## config.mk

```make
export PLATFORM = sky130hd
export DESIGN_NAME = bcd_seg_driver
export DESIGN_NICKNAME = d
export VERILOG_FILES = /design/src/rtl/bcd_seg_driver.sv
export SDC_FILE = /design/constraint.sdc
export NUM_CORES = 1
export LEC_CHECK = 0
export BUFFER_PORTS_ARGS = -buffer_cell sky130_fd_sc_hd__buf_2
export CORE_MARGIN = 5
export CORE_UTILIZATION = 35
export CTS_CLUSTER_DIAMETER = 150
export DETAILED_ROUTE_END_ITERATION = 8
export GPL_TIMING_DRIVEN = 1
export PLACE_DENSITY = 0.6
export SLEW_MARGIN = 20
export SYNTH_ARGS = -nofsm -noshare
export SYNTH_HDL_FRONTEND = slang
export SYNTH_SLANG_ARGS = --single-unit
```

## constraint.sdc

```tcl
create_clock -name clk -period 5.12 [get_ports clk]
set_input_delay 1.024 -clock clk [delete_from_list [all_inputs] [get_ports clk]]
set_output_delay 1.024 -clock clk [all_outputs]
set_load 0.05 [all_outputs]
```

## src/rtl/bcd_seg_driver.sv

```systemverilog
// rtl/bcd_seg_driver.sv - binary to multi-digit 7-segment driver using shift-and-add-3 conversion
module bcd_seg_driver #(
  parameter int DATA_W = 5,
  parameter int DIGITS = 2,
  parameter int LZB    = 1
) (
  input  logic                  clk,
  input  logic                  rst_n,
  input  logic [DATA_W-1:0]     data,
  input  logic                  load,
  output logic [7*DIGITS-1:0]   seg,
  output logic                  busy,
  output logic                  done,
  output logic                  ovf
);

  localparam int BCD_W = 4 * DIGITS;
  localparam int CNT_W = $clog2(DATA_W + 1);
  localparam int SH_W  = BCD_W + DATA_W;

  localparam logic [6:0] SEG_BLANK = 7'b1111111;
  localparam logic [6:0] SEG_DASH  = 7'b1111110;

  typedef enum logic [1:0] {
    IDLE  = 2'd0,
    SHIFT = 2'd1,
    DONE  = 2'd2
  } state_t;

  state_t              r_state;
  state_t              w_next;

  logic [DATA_W-1:0]   r_bin;
  logic [BCD_W-1:0]    r_bcd;
  logic [CNT_W-1:0]    r_cnt;
  logic                r_lost;
  logic [7*DIGITS-1:0] r_seg;
  logic                r_ovf;
  logic                r_done;

  logic [BCD_W-1:0]    w_bcd_adj;
  logic [SH_W-1:0]     w_shift;
  logic                w_last;
  logic [7*DIGITS-1:0] w_seg_new;
  logic                w_seen;
  logic [3:0]          w_nib;

  // Active-low digit glyphs, segment a in bit 6 down to g in bit 0
  function automatic logic [6:0] digit_to_seg(input logic [3:0] d);
    logic [6:0] s;
    case (d)
      4'd0:    s = 7'b0000001;
      4'd1:    s = 7'b1001111;
      4'd2:    s = 7'b0010010;
      4'd3:    s = 7'b0000110;
      4'd4:    s = 7'b1001100;
      4'd5:    s = 7'b0100100;
      4'd6:    s = 7'b0100000;
      4'd7:    s = 7'b0001111;
      4'd8:    s = 7'b0000000;
      4'd9:    s = 7'b0000100;
      default: s = SEG_BLANK;
    endcase
    return s;
  endfunction

  // Add-3 correction on every BCD nibble that would exceed 9 after doubling
  always_comb begin
    w_bcd_adj = r_bcd;
    for (int i = 0; i < DIGITS; i++) begin
      if (r_bcd[4*i +: 4] >= 4'd5) begin
        w_bcd_adj[4*i +: 4] = r_bcd[4*i +: 4] + 4'd3;
      end
    end
  end

  assign w_shift = {w_bcd_adj, r_bin} << 1;
  assign w_last  = (r_cnt == CNT_W'(DATA_W - 1));

  // Glyph selection: dashes on overflow, leading zeros blanked from the top down
  always_comb begin
    w_seg_new = '1;
    w_seen    = 1'b0;
    w_nib     = 4'd0;
    for (int i = DIGITS - 1; i >= 0; i--) begin
      w_nib = r_bcd[4*i +: 4];
      if (w_nib != 4'd0) begin
        w_seen = 1'b1;
      end
      if (r_lost) begin
        w_seg_new[7*i +: 7] = SEG_DASH;
      end else if ((LZB != 0) && (i != 0) && !w_seen) begin
        w_seg_new[7*i +: 7] = SEG_BLANK;
      end else begin
        w_seg_new[7*i +: 7] = digit_to_seg(w_nib);
      end
    end
  end

  // State register
  always_ff @(posedge clk) begin
    if (!rst_n) begin
      r_state <= IDLE;
    end else begin
      r_state <= w_next;
    end
  end

  // Next-state logic; loads outside IDLE are dropped, not queued
  always_comb begin
    w_next = r_state;
    case (r_state)
      IDLE:    if (load) w_next = SHIFT;
      SHIFT:   if (w_last) w_next = DONE;
      DONE:    w_next = IDLE;
      default: w_next = IDLE;
    endcase
  end

  // Conversion datapath and registered display outputs
  always_ff @(posedge clk) begin
    if (!rst_n) begin
      r_bin  <= '0;
      r_bcd  <= '0;
      r_cnt  <= '0;
      r_lost <= 1'b0;
      r_seg  <= '1;
      r_ovf  <= 1'b0;
      r_done <= 1'b0;
    end else begin
      r_done <= 1'b0;
      case (r_state)
        IDLE: begin
          if (load) begin
            r_bin  <= data;
            r_bcd  <= '0;
            r_cnt  <= '0;
            r_lost <= 1'b0;
          end
        end
        SHIFT: begin
          {r_bcd, r_bin} <= w_shift;
          r_cnt          <= r_cnt + CNT_W'(1);
          // A set top bit after correction means the value no longer fits in DIGITS digits
          if (w_bcd_adj[BCD_W-1]) begin
            r_lost <= 1'b1;
          end
        end
        DONE: begin
          r_seg  <= w_seg_new;
          r_ovf  <= r_lost;
          r_done <= 1'b1;
        end
        default: begin
          r_done <= 1'b0;
        end
      endcase
    end
  end

  assign seg  = r_seg;
  assign ovf  = r_ovf;
  assign done = r_done;
  assign busy = (r_state != IDLE);

endmodule

```

==> results of run 1 <==
[layer usage]
layer	track usage	vias to the layer above	wire length, um
li1	-	1015	-
met1	0.158	907	2450
met2	0.180	41	2150
met3	0.0264	5	257
met4	0.0361	0	49
met5	0	-	0
[how the worst max path moves through the flow]
| stage | startpoint | end | slack (ns) |
|---|---|---|---|
| after floorplan | load | flop | 2.49 |
| after global placement | rst_n | flop | 2.00 |
| after detailed placement | rst_n | flop | 1.91 |
| after CTS | rst_n | flop | 2.23 |
| after global routing | rst_n | flop | 2.03 |
| final | rst_n | flop | 2.24 |
[area by class of cell]
class | count | area [um2]
Clock inverter | 3 | 22.5
Inverter | 17 | 63.8
Clock buffer | 5 | 68.8
Tap cell | 96 | 120
Multi-Input combinational cell | 197 | 1340
Fill cell | 720 | 4110
Timing Repair Buffer | 24 | 120
Sequential cell | 49 | 981
[cells by family after synthesis]
kind of cell / share of synthesized area
buf+inv: 0.0630
xor+xnor: 0.00353
flops: 0.395
fa+ha+maj: 0.0908
mux: 0.0202
compound gates: 0.219
simple gates: 0.208
[critical path, delay by kind of cell]
family	cells	cell delay, ns
AO/OA/AOI/OAI	2	0.58
adder cells (fa/ha/maj)	1	0.22
buffers and inverters	3	1.02
multiplexers	1	0.27
[cell usage after synthesis (all sizes together)]
library cell | instances | area share
a2111o | 2 | 0.0091
a2111oi | 2 | 0.0096
a211o | 1 | 0.0035
a211oi | 7 | 0.033
a21o | 1 | 0.0030
a21oi | 12 | 0.024
a22o | 1 | 0.0035
a22oi | 2 | 0.0060
a2bb2oi | 1 | 0.0035
a311o | 1 | 0.0040
a311oi | 6 | 0.021
a31oi | 6 | 0.018
a32oi | 3 | 0.014
and2 | 2 | 0.0050
and2b | 1 | 0.0040
and3 | 1 | 0.0025
and4b | 2 | 0.0081
and4bb | 2 | 0.010
buf | 8 | 0.024
clkbuf | 9 | 0.014
dfxtp | 49 | 0.40
ha | 18 | 0.091
inv | 17 | 0.026
mux2 | 2 | 0.012
mux2i | 2 | 0.0081
nand2 | 32 | 0.049
nand2b | 7 | 0.023
nand3 | 5 | 0.010
nand3b | 1 | 0.0030
nand4 | 2 | 0.0050
nor2 | 28 | 0.042
nor2b | 1 | 0.0025
nor3 | 12 | 0.026
nor3b | 2 | 0.0081
o211ai | 1 | 0.0030
o21a | 1 | 0.0035
o21ai | 17 | 0.034
o21bai | 1 | 0.0045
o22ai | 6 | 0.015
o31a | 1 | 0.0035
o31ai | 1 | 0.0030
or2 | 1 | 0.0025
or3 | 1 | 0.0025
or3b | 1 | 0.0035
xnor2 | 1 | 0.0035
[power breakdown]
part	total, mW	internal, mW	leakage [nW]	switching (mW)
Combinational	0.0426	0.0139	0.663	0.0287
Clock	0.232	0.0971	0.0481	0.135
Sequential	0.392	0.387	0.397	0.00492
Total	0.667	0.498	1.11	0.169
[metrics by stage]
stage	util	power, mW
after floorplan	-	0.435
after CTS	0.398	0.673
final	0.398	0.667
after global placement	0.385	0.443
after detailed placement	0.385	0.444
after global routing	0.398	0.697
==> qor.yml, run 1 <==
grt_max_degree: 28
cts_setup_buffers: 0
die_w_um: 94.2
syn-cell-area_um2: 2480
power_density_nw_per_um2: 245
cts_buffers: 5
insertion_delay_ns: 0.30
power.leakage_nw: 1.11
drt-total-wl_um: 4910
r2r_cells: 9
finClkSkew_ns: 0.00589
slew_viol_final: 0
syn-instance-count: 280
start_kind: "primary input"
final_cell_area_um2: 2720
status: "finished clean"
tns_ns: 0
ios: 25
hold_viol_final: 0
placed_cell_area_um2: 2630
final-setup-viol-count: 0
ys_types: 58
final_common_cell: "dfxtp_1"
wl_per_cell_um: 12.5
htree_levels: 2
arrival_ns: 3.12
area_delta_synth_final_pct: 9.63
grt.overflow.total: 0
final_cells: 391
crit_top_cell: "inv_1"
endpoint_kind: "flop"
regToRegStartpoint: "r_bcd[5]$_SDFFE_PN0N_"
die_area_um2: 8870
max_stage_delay_ns: 0.47
final_nets: 320
initialDrtViolationCount: 89
holdBufCountCts: 0
cts_sinks: 49
cts-resized-gates: 0
mappedNetlistNets: 306
fin_ws_ns: 2.24
grt.total_usage: 0.115
ys_seq_elements: 49
crit_type: "in -> reg"
peakVddDrop_mv: 0.123
crit_required_ns: 5.36
antenna_cells: 0
clkSlewWorstSetupHoldPaths_ns: 0.10
initial_core_util: 0.363
vias_per_cell: 5.03
core_um2: 6830
drive_above_1_share: 0.183
grt_pass1_wl_um: 8310
drc_errors: 0
cp_max_fo: 27
grt_pass1_vias: 1810
seq_area_frac_synth: 0.395
antenna_left: 0
yosysWarnings: 0
cts_tree: "built"
hold_class: "reg -> reg"
tightestPinTransition_ns: 0.922
fmax_mhz: 347
r2r_slack_ns: 2.61
period_share: 0.562
cpMaxStageDelayCell: "inv_1"
min_to: "seg[13]$_SDFFE_PN1P_"
fin_crit_ns: 2.88
routed-via-count: 1968
relSlewSlack: 0.384
dpl_worst_slack_ns: 1.91
routabilityCongestion: 0.839
drv_cap: 0
cts_root_buf: "clkbuf_8"
clk_path_buf_depth: 2
dieHeight_um: 94.2
whs_ns: 0.453
io_buffers: 24
syn_avg_cell_area_um2: 8.86
rsz0062_at_grt: "false"
rows: 30
worstPathCellList: "buf_2, inv_1, a31oi_1, inv_1, ha_1, mux2_4, a21oi_1"
min_delay_path_depth: 2
final_cell_mix: "49 x dfxtp_1, 31 x nand2_1, 28 x nor2_1, 24 x buf_2, 18 x ha_1"
antenna_found_initial: 0
dr.pass1.iters: 4
dp.final_hpwl_um: 3430
placedCellCount: 383
No activity file was read; power rests on OpenSTA's default activity.
==> inputs of run 2 (changes only) <==
--- a/config.mk
+++ b/config.mk
@@ -11,7 +11,7 @@
 export CTS_CLUSTER_DIAMETER = 150
 export DETAILED_ROUTE_END_ITERATION = 8
 export GPL_TIMING_DRIVEN = 1
-export PLACE_DENSITY = 0.6
+export PLACE_DENSITY = 0.62
 export SLEW_MARGIN = 20
 export SYNTH_ARGS = -nofsm -noshare
 export SYNTH_HDL_FRONTEND = slang
==> constraint.sdc (replaced) <==
create_clock -name clk -period 2.4 [get_ports clk]
set_input_delay 0.48 -clock clk [delete_from_list [all_inputs] [get_ports clk]]
set_output_delay 0.48 -clock clk [all_outputs]
set_load 0.05 [all_outputs]
==> run 2 against run 1 <==
Against the previous run: clock power grew to 2.5 times the previous value; flip-flop and latch count stayed put; first-iteration DRC count increased by 4.5%; non-clock buffer count up 11; utilization grew 1.8 points; via count rose by 1.4%; power grew 130%; largest cell class unchanged; largest power group unchanged.
==> qor.yml, run 2 (same netlist as run 1, synthesis figures left out) <==
ios: 25
hold_class: "in -> reg"
cp_max_fo: 6
antenna_left: 0
crit_required_ns: 2.63
power.leakage_nw: 1.18
wl_per_cell_um: 12.4
worstPathCellList: "inv_1, ha_1, nand2b_1, a2111o_1, a31oi_2, inv_1, ha_1, mux2_4, a21oi_1"
core_um2: 6830
start_kind: "flop"
drv_cap: 0
cts_buffers: 5
power_density_nw_per_um2: 539
cts_setup_buffers: 0
max_stage_delay_ns: 0.50
dp.final_hpwl_um: 3620
final_cells: 402
final_nets: 331
final_cell_mix: "49 x dfxtp_1, 31 x nand2_1, 28 x nor2_1, 24 x buf_2, 18 x ha_1"
grt_pass1_wl_um: 8580
slew_viol_final: 0
antenna_found_initial: 0
endpoint_kind: "flop"
clk_path_buf_depth: 2
drive_above_1_share: 0.212
htree_levels: 2
grt_pass1_vias: 1903
tightestPinTransition_ns: 0.937
crit_family: "compound AO/OA/AOI/OAI gates"
final_common_cell: "dfxtp_1"
status: "finished clean"
initial_core_util: 0.363
relSlewSlack: 0.374
cp.depth: 9
vias_per_cell: 4.97
die_w_um: 94.2
cts_sinks: 49
grt_max_degree: 19
drt-total-wl_um: 4970
die_area_um2: 8870
final-setup-viol-count: 0
r2r_cells: 9
path_buf_inv: 2
period_share: 0.956
routabilityCongestion: 0.849
tns_ns: 0
placedCellCount: 394
routed-via-count: 1996
drc_errors: 0
final.fill_count: 712
cts_root_buf: "clkbuf_8"
arrival_ns: 2.53
antenna_cells: 0
r2r_slack_ns: 0.10
cts_tree: "built"
grt.total_usage: 0.119
rows: 30
area_delta_synth_final_pct: 14.5
grt.overflow.total: 0
cp-startpoint: "r_bcd[5]$_SDFFE_PN0N_"
dieHeight_um: 94.2
dr.pass1.iters: 4
crit_type: "reg -> reg"
cpMaxStageDelayCell: "a2111o_1"
fmax_mhz: 436
initialDrtViolationCount: 93
insertion_delay_ns: 0.30
peakVddDrop_mv: 0.314
regToRegStartpoint: "r_bcd[5]$_SDFFE_PN0N_"
finClkSkew_ns: 0.00747
hold_viol_final: 0
rsz0062_at_grt: "false"
fin_crit_ns: 2.30
clkSlewWorstSetupHoldPaths_ns: 0.09
whs_ns: 0.442
io_buffers: 24
==> run 2: cell count changes in the layout (fill, tap and decap cells not counted), sizes merged <==
cell,delta
clkbuf,+1
clkinv,-2
bufinv,+1
buf,+11
==> run 2: power breakdown <==
group	internal, mW	switching, mW	leakage, nW	total (mW)
registers	0.825	0.00852	0.397	0.834
clock network	0.313	0.276	0.0554	0.589
logic	0.0406	0.0665	0.722	0.107
==> run 2: final cells by class <==
type	count	area (um2)	area share
timing repair buffer	35	215	0.0757
clock buffer	6	72.6	0.0255
sequential	49	981	0.345
tap	96	120	0.0423
multi-input combinational	197	1350	0.475
clock inverter	2	38.8	0.0137
inverter	17	63.8	0.0225
==> run 2: worst register-to-register path: cells and delay by family (launching register included) <==
kind,cells,cell delay (ns)
adders and majority gates,2,0.37
buffers and inverters,2,0.19
and+or+nand+nor,1,0.23
AOI/OAI and AO/OA,3,0.79
DFF,1,0.38
muxes,1,0.26
==> run 2: how the worst min path moves through the flow <==
| stage | from | endpoint | slack [ns] | cells after the start |
|---|---|---|---|---|
| 5_1_grt | data[1] | r_bin[1]$_SDFFE_PN0N_ | 0.44 | 3 |
| 6_report | data[3] | r_bin[3]$_SDFFE_PN0N_ | 0.44 | 3 |
| 4_1_cts | data[1] | r_bin[1]$_SDFFE_PN0N_ | 0.43 | 3 |
| 2_1_floorplan | flop | seg[10]$_SDFFE_PN1P_ | 0.42 | 2 |
| 3_3_place_gp | flop | seg[13]$_SDFFE_PN1P_ | 0.43 | 2 |
| 3_5_place_dp | flop | seg[11]$_SDFFE_PN1P_ | 0.43 | 2 |
==> run 2: metal layers <==
metal	global-route usage	vias up	share of wire
met5	0	-	0
met4	0.0241	0	0.0097
met3	0.0288	5	0.040
met2	0.190	32	0.43
met1	0.162	920	0.52
li1	-	1039	-
==> run 2: repair_timing <==
item | CTS | global route
setup endpoints to repair | 0 | 2
hold buffers | 0 | 0
resized for setup | 0 | 1
==> run 2: per-stage QoR <==
stage / power [mW] / worst slack (ns) / utilization / area (um2)
3_5_place_dp: 0.961 / 0.140 / 0.399 / 2720
3_3_place_gp: 0.960 / 0.200 / 0.399 / 2720
6_report: 1.53 / 0.105 / 0.416 / 2840
4_1_cts: 1.55 / 0.0945 / 0.415 / 2840
5_1_grt: 1.60 / 0.0242 / 0.416 / 2840
2_1_floorplan: 0.928 / 0.167 / - / 2480
